## src/rtl/program_loader.sv

```systemverilog
// UART-fed program loader: reads a little-endian word count, streams that many
// little-endian words into instruction BRAM, then sends a one-byte acknowledge.
module program_loader #(
    parameter int          WORD_ADDR = 0,
    parameter int          MAX_WORDS = 16384,
    parameter logic [7:0]  ACK_OK    = 8'hAA,
    parameter logic [7:0]  ACK_ERR   = 8'h55
) (
    input  logic        clk,
    input  logic        rst,
    input  logic [7:0]  rx_data,
    input  logic        rx_valid,
    output logic [31:0] wreq_waddr,
    output logic [31:0] wreq_wdata,
    output logic        wreq_wenable,
    output logic [7:0]  tx_data,
    output logic        tx_start,
    input  logic        tx_busy,
    output logic        load_done,
    output logic        load_err
);

    localparam logic [2:0] S_SIZE = 3'd0;
    localparam logic [2:0] S_LOAD = 3'd1;
    localparam logic [2:0] S_ACK  = 3'd2;
    localparam logic [2:0] S_DONE = 3'd3;
    localparam logic [2:0] S_ERR  = 3'd4;

    localparam logic [31:0] MAX_W = 32'(MAX_WORDS);

    logic [2:0]  state_q, state_d;
    logic [1:0]  byte_cnt_q, byte_cnt_d;
    logic [23:0] shift_q, shift_d;
    logic [31:0] size_q, size_d;
    logic [31:0] index_q, index_d;
    logic        err_q, err_d;
    logic        wen_q, wen_d;
    logic [31:0] waddr_q, waddr_d;
    logic [31:0] wdata_q, wdata_d;
    logic [7:0]  tx_data_q, tx_data_d;

    logic [31:0] word_c;
    logic        last_c;

    always_comb begin
        state_d    = state_q;
        byte_cnt_d = byte_cnt_q;
        shift_d    = shift_q;
        size_d     = size_q;
        index_d    = index_q;
        err_d      = err_q;
        wen_d      = 1'b0;
        waddr_d    = waddr_q;
        wdata_d    = wdata_q;
        tx_data_d  = tx_data_q;
        // Bytes shift in from the top, so after four the first byte sits in bits 7:0.
        word_c     = {rx_data, shift_q};
        last_c     = (index_q == size_q - 32'd1);

        case (state_q)
            S_SIZE: begin
                if (rx_valid) begin
                    shift_d    = word_c[31:8];
                    byte_cnt_d = byte_cnt_q + 2'd1;
                    if (byte_cnt_q == 2'd3) begin
                        if (word_c == 32'd0) begin
                            state_d   = S_ACK;
                            err_d     = 1'b0;
                            tx_data_d = ACK_OK;
                        end else if (word_c > MAX_W) begin
                            state_d   = S_ACK;
                            err_d     = 1'b1;
                            tx_data_d = ACK_ERR;
                        end else begin
                            state_d = S_LOAD;
                            size_d  = word_c;
                            index_d = 32'd0;
                        end
                    end
                end
            end
            S_LOAD: begin
                if (wen_q) begin
                    index_d = index_q + 32'd1;
                end
                // The write strobe cycle stays in LOAD; a byte here starts the next word.
                if (wen_q && last_c) begin
                    state_d   = S_ACK;
                    err_d     = 1'b0;
                    tx_data_d = ACK_OK;
                end else if (rx_valid) begin
                    shift_d    = word_c[31:8];
                    byte_cnt_d = byte_cnt_q + 2'd1;
                    if (byte_cnt_q == 2'd3) begin
                        wen_d   = 1'b1;
                        wdata_d = word_c;
                        waddr_d = (WORD_ADDR != 0) ? index_d : {index_d[29:0], 2'b00};
                    end
                end
            end
            S_ACK: begin
                if (!tx_busy) begin
                    state_d = err_q ? S_ERR : S_DONE;
                end
            end
            default: begin
            end
        endcase
    end

    always_ff @(posedge clk) begin
        if (rst) begin
            state_q    <= S_SIZE;
            byte_cnt_q <= 2'd0;
            shift_q    <= 24'd0;
            size_q     <= 32'd0;
            index_q    <= 32'd0;
            err_q      <= 1'b0;
            wen_q      <= 1'b0;
            waddr_q    <= 32'd0;
            wdata_q    <= 32'd0;
            tx_data_q  <= 8'd0;
        end else begin
            state_q    <= state_d;
            byte_cnt_q <= byte_cnt_d;
            shift_q    <= shift_d;
            size_q     <= size_d;
            index_q    <= index_d;
            err_q      <= err_d;
            wen_q      <= wen_d;
            waddr_q    <= waddr_d;
            wdata_q    <= wdata_d;
            tx_data_q  <= tx_data_d;
        end
    end

    assign wreq_waddr   = waddr_q;
    assign wreq_wdata   = wdata_q;
    assign wreq_wenable = wen_q;
    assign tx_data      = tx_data_q;
    assign tx_start     = (state_q == S_ACK) && !tx_busy;
    assign load_done    = (state_q == S_DONE);
    assign load_err     = (state_q == S_ERR);

endmodule

```

## config.mk

```make
export PLATFORM = sky130hd
export DESIGN_NAME = program_loader
export DESIGN_NICKNAME = d
export VERILOG_FILES = /design/src/rtl/program_loader.sv
export SDC_FILE = /design/constraint.sdc
export NUM_CORES = 1
export LEC_CHECK = 0
export CAP_MARGIN = 20
export CELL_PAD_IN_SITES_DETAIL_PLACEMENT = 1
export CELL_PAD_IN_SITES_GLOBAL_PLACEMENT = 1
export CORE_MARGIN = 2
export CORE_UTILIZATION = 39
export CTS_CLUSTER_SIZE = 10
export DETAILED_ROUTE_END_ITERATION = 12
export PLACE_DENSITY_LB_ADDON = 0.08
export REMOVE_ABC_BUFFERS = 1
export SETUP_SLACK_MARGIN = 0.1
export SLEW_MARGIN = 20
export SYNTH_ARGS = -nofsm -noshare
export SYNTH_HDL_FRONTEND = slang
export SYNTH_SLANG_ARGS = --single-unit
```

## constraint.sdc

```tcl
create_clock -name clk -period 3.2 [get_ports clk]
set_input_delay 0.64 -clock clk [delete_from_list [all_inputs] [get_ports clk]]
set_output_delay 0.64 -clock clk [all_outputs]
set_load 0.03 [all_outputs]
```

==> run_results.csv <==
group,metric,value,unit
route,vias,7878,
synth,synthTopCellsByArea,"dfxtp_1 38%, a21oi_1 6.9%, xnor2_1 4.4%",
die,io_pins,88,
synth,yosysTopAreaCellShare,38.2,%
die,core,21000,um^2
cts,clock_latency,0.44,ns
power_and_ir_drop,ir_drop,0.298,mV
route,drt_iter0_markers,358,
timing,min_period_over_period,98.9,%
setup_path,end_kind,"flop",
final_layout,fin_util,53.1,%
grt,grt_overflow_total,0,
route,drt_pass1_iterations,5,
grt,grt_max_degree,63,
synth,synthArstFlopShare,0,%
setup_path,worstPathBufferInverterCount,2,
grt,grt_pass1_vias,7756,
cts,cts_max_path_buffers,2,
final_layout,num_antenna_cells,0,
cts,cts_buffers,17,
synth,synth_ff_type,"dfxtp_1",
timing,slew_viol_final,0,
worst_hold_path,hold_depth,2,
setup_path,slowest_stage,"or4_4",
final_layout,final_cell_mix,"155 x dfxtp_1, 102 x a21oi_1, 84 x clkdlybuf4s50_1, 69 x buf_4, 66 x nor2_1",
cts,cts.hold.buffers_added,0,
synth,syn_area,8290,um^2
setup_path,crit_family,"simple AND/OR/NAND/NOR gates",
synth,synth_area_leader_cell,"dfxtp_1",
setup_path,path_cells,"or4_4 -> or3_4 -> buf_6 -> or3_4 -> a211o_1 -> o211ai_2 -> and4bb_4 -> nor2_4 -> buf_12 -> a211oi_2",
die,die_h,150,um
die,fp-row-count,53,
timing,setup_viol,0,
timing,rsz0062_at_grt,"true",
grt,grt_pass1_wl,41600,um
route,drtAntennaViolNets,0,
grt,antenna_found_initial,0,
synth,synth_cells,999,
setup_path,critPathLaunch,"size_q[2]",
power_and_ir_drop,power_leakage,3.90,nW
setup_path,r2r-start,"size_q[2]",
cts,tritoncts,"done",
synth,yosys_register_bits,158,
placement,place_congestion,0.900,
setup_path,crit_required,3.52,ns
timing,max_slew_margin,53.2,%
final_layout,syn_to_final_growth,34.2,%
final_layout,final_common_cell,"dfxtp_1",
synth,yosys_warnings,0,
route,drt-total-wl,27300,um
power_and_ir_drop,cellPowerDensity,460,nW/um^2
worst_hold_path,hp-start,"wreq_wdata[7]",
worst_hold_path,min_path_type,"reg2reg",
setup_path,cp_slowest_stage_delay,0.55,ns
synth,ys_seq_area_share,38.2,%
setup_path,startpoint_type,"flop",
die,die_x,150,um
timing,finClkSkew,0.0177,ns
route,wl_per_cell,19.6,um
setup_path,cp_max_fo,23,
timing,period_minus_slack,3.17,ns
grt,track_usage,23.5,%
run_status,status,"completed",
die,floorplan.initialDensity,39.6,%
placement,io_buffers,85,
synth,syn_area_per_cell,8.30,um^2
setup_path,cp_num_cells,10,
power_and_ir_drop,finalPower,5.12,mW
die,dieArea,22400,um^2
cts,cts-root-buf,"clkbuf_16",
route,drc_errors,0,
setup_path,cp.arrival,3.48,ns
route,avgViaCountPerCell,5.66,
setup_path,worstSetupPathType,"reg2reg",
synth,yosysUniqueCellTypes,76,
setup_path,crit_path_frequent_cell,"or3_4",
timing,worst_pin_slew,0.701,ns
cts,clk_pin_slew,0.07,ns
timing,fmax,316,MHz
cts,cts.htree.levels,4,
cts,cts.sinks,158,
setup_path,reg2regPathDepth,10,
synth,synth-edff-count,0,
timing,final-hold-violation-count,0,
run,cap_viol_max_count,0,
final_layout,drive_above_1_share,23.4,%
final_layout,nets,1119,
placement,dp_hpwl,17900,um
worst register-to-register path, cell delays in order (launching register included):
cell and delay (ns):
dfxtp_2 0.34, or4_4 0.55, or3_4 0.39, buf_6 0.12, or3_4 0.31, a211o_1 0.28
o211ai_2 0.24, and4bb_4 0.33, nor2_4 0.13, buf_12 0.23, a211oi_2 0.12
logic make-up after synthesis:
group	after synthesis	synth area share, %
AO/OA/AOI/OAI	255	19.2
XOR/XNOR	64	6.93
adder cells (fa/ha/maj)	3	0.453
buffers and inverters	102	6.46
flip-flops	158	38.2
multiplexers	29	3.53
other	1	0.0452
AND/OR/NAND/NOR	387	25.3
cell type report:
class	count	area, um^2
fill	2443	9830
inverter	11	41.3
clock inverter	15	169
timing repair buffer	176	1800
tap	275	344
clock buffer	17	425
multi-input combinational	740	5180
sequential	158	3170
synthesized netlist by cell type (7+ instances only):
master    count
dfxtp_1     158
a21oi_1     114
nor2_1       68
nand3_1      64
nand2_1      60
clkbuf_1     57
xnor2_1      42
nand2b_1     38
o21ai_0      32
nor3_1       31
mux2i_1      27
and2_1       25
a211oi_1     23
nor4_1       22
xor2_1       21
o21ai_1      20
nand4_1      15
buf_2        12
and3_1       11
buf_4        11
inv_1        11
or3_1        11
a211oi_2      8
a21oi_2       7
nor3b_1       7
flip-flops by register name, summed over array words and instances, names as in the netlist:
name / count
index_q: 32
size_q: 32
wreq_wdata: 32
wreq_waddr: 30
shift_q: 24
state_q: 3
byte_cnt_q: 2
tx_data: 2
wreq_wenable: 1
power by group:
group | switching (mW) | internal (mW) | total, mW
registers | 0.0829 | 2.02 | 2.10
logic | 0.552 | 0.383 | 0.936
clock network | 0.966 | 1.11 | 2.08
total | 1.60 | 3.52 | 5.12
stage by stage:
step | worst slack (ns) | area, um^2 | hold WS (ns) | instances | TNS, ns
after detailed placement | -0.0736 | 9770 | 0.462 | 1349 | -1.40
final | 0.0342 | 11100 | 0.466 | 1392 | 0
after global placement | -0.0652 | 9770 | 0.460 | 1349 | -0.0652
after global routing | -0.0411 | 11100 | 0.489 | 1392 | -0.0885
after floorplan | -1.60 | 7800 | 0.451 | 909 | -109.55
after CTS | 0.0692 | 10500 | 0.477 | 1384 | 0
worst paths after layout:
kind / to / slack, ns
setup / recovery: wreq_waddr[25] / 0.03
hold / removal: wreq_wdata[7] / 0.47
setup reg to reg: wreq_waddr[25] / 0.03
hold reg to reg: wreq_wdata[7] / 0.47
timing repair:
action | CTS | global route
gates cloned | 2 | 4
resized for setup | 19 | 113
setup endpoints to repair | 92 | 93
setup buffers | 1 | 4
pin swaps | 14 | 26
layer usage:
layer	part of all wire [%]	GRT usage [%]	wire length, um
met2	50	40.7	13800
met5	0	0	0
met3	3.0	3.72	825
met1	45	30.4	12400
met4	1.5	6.37	403
(Power assumes the default switching activity.)
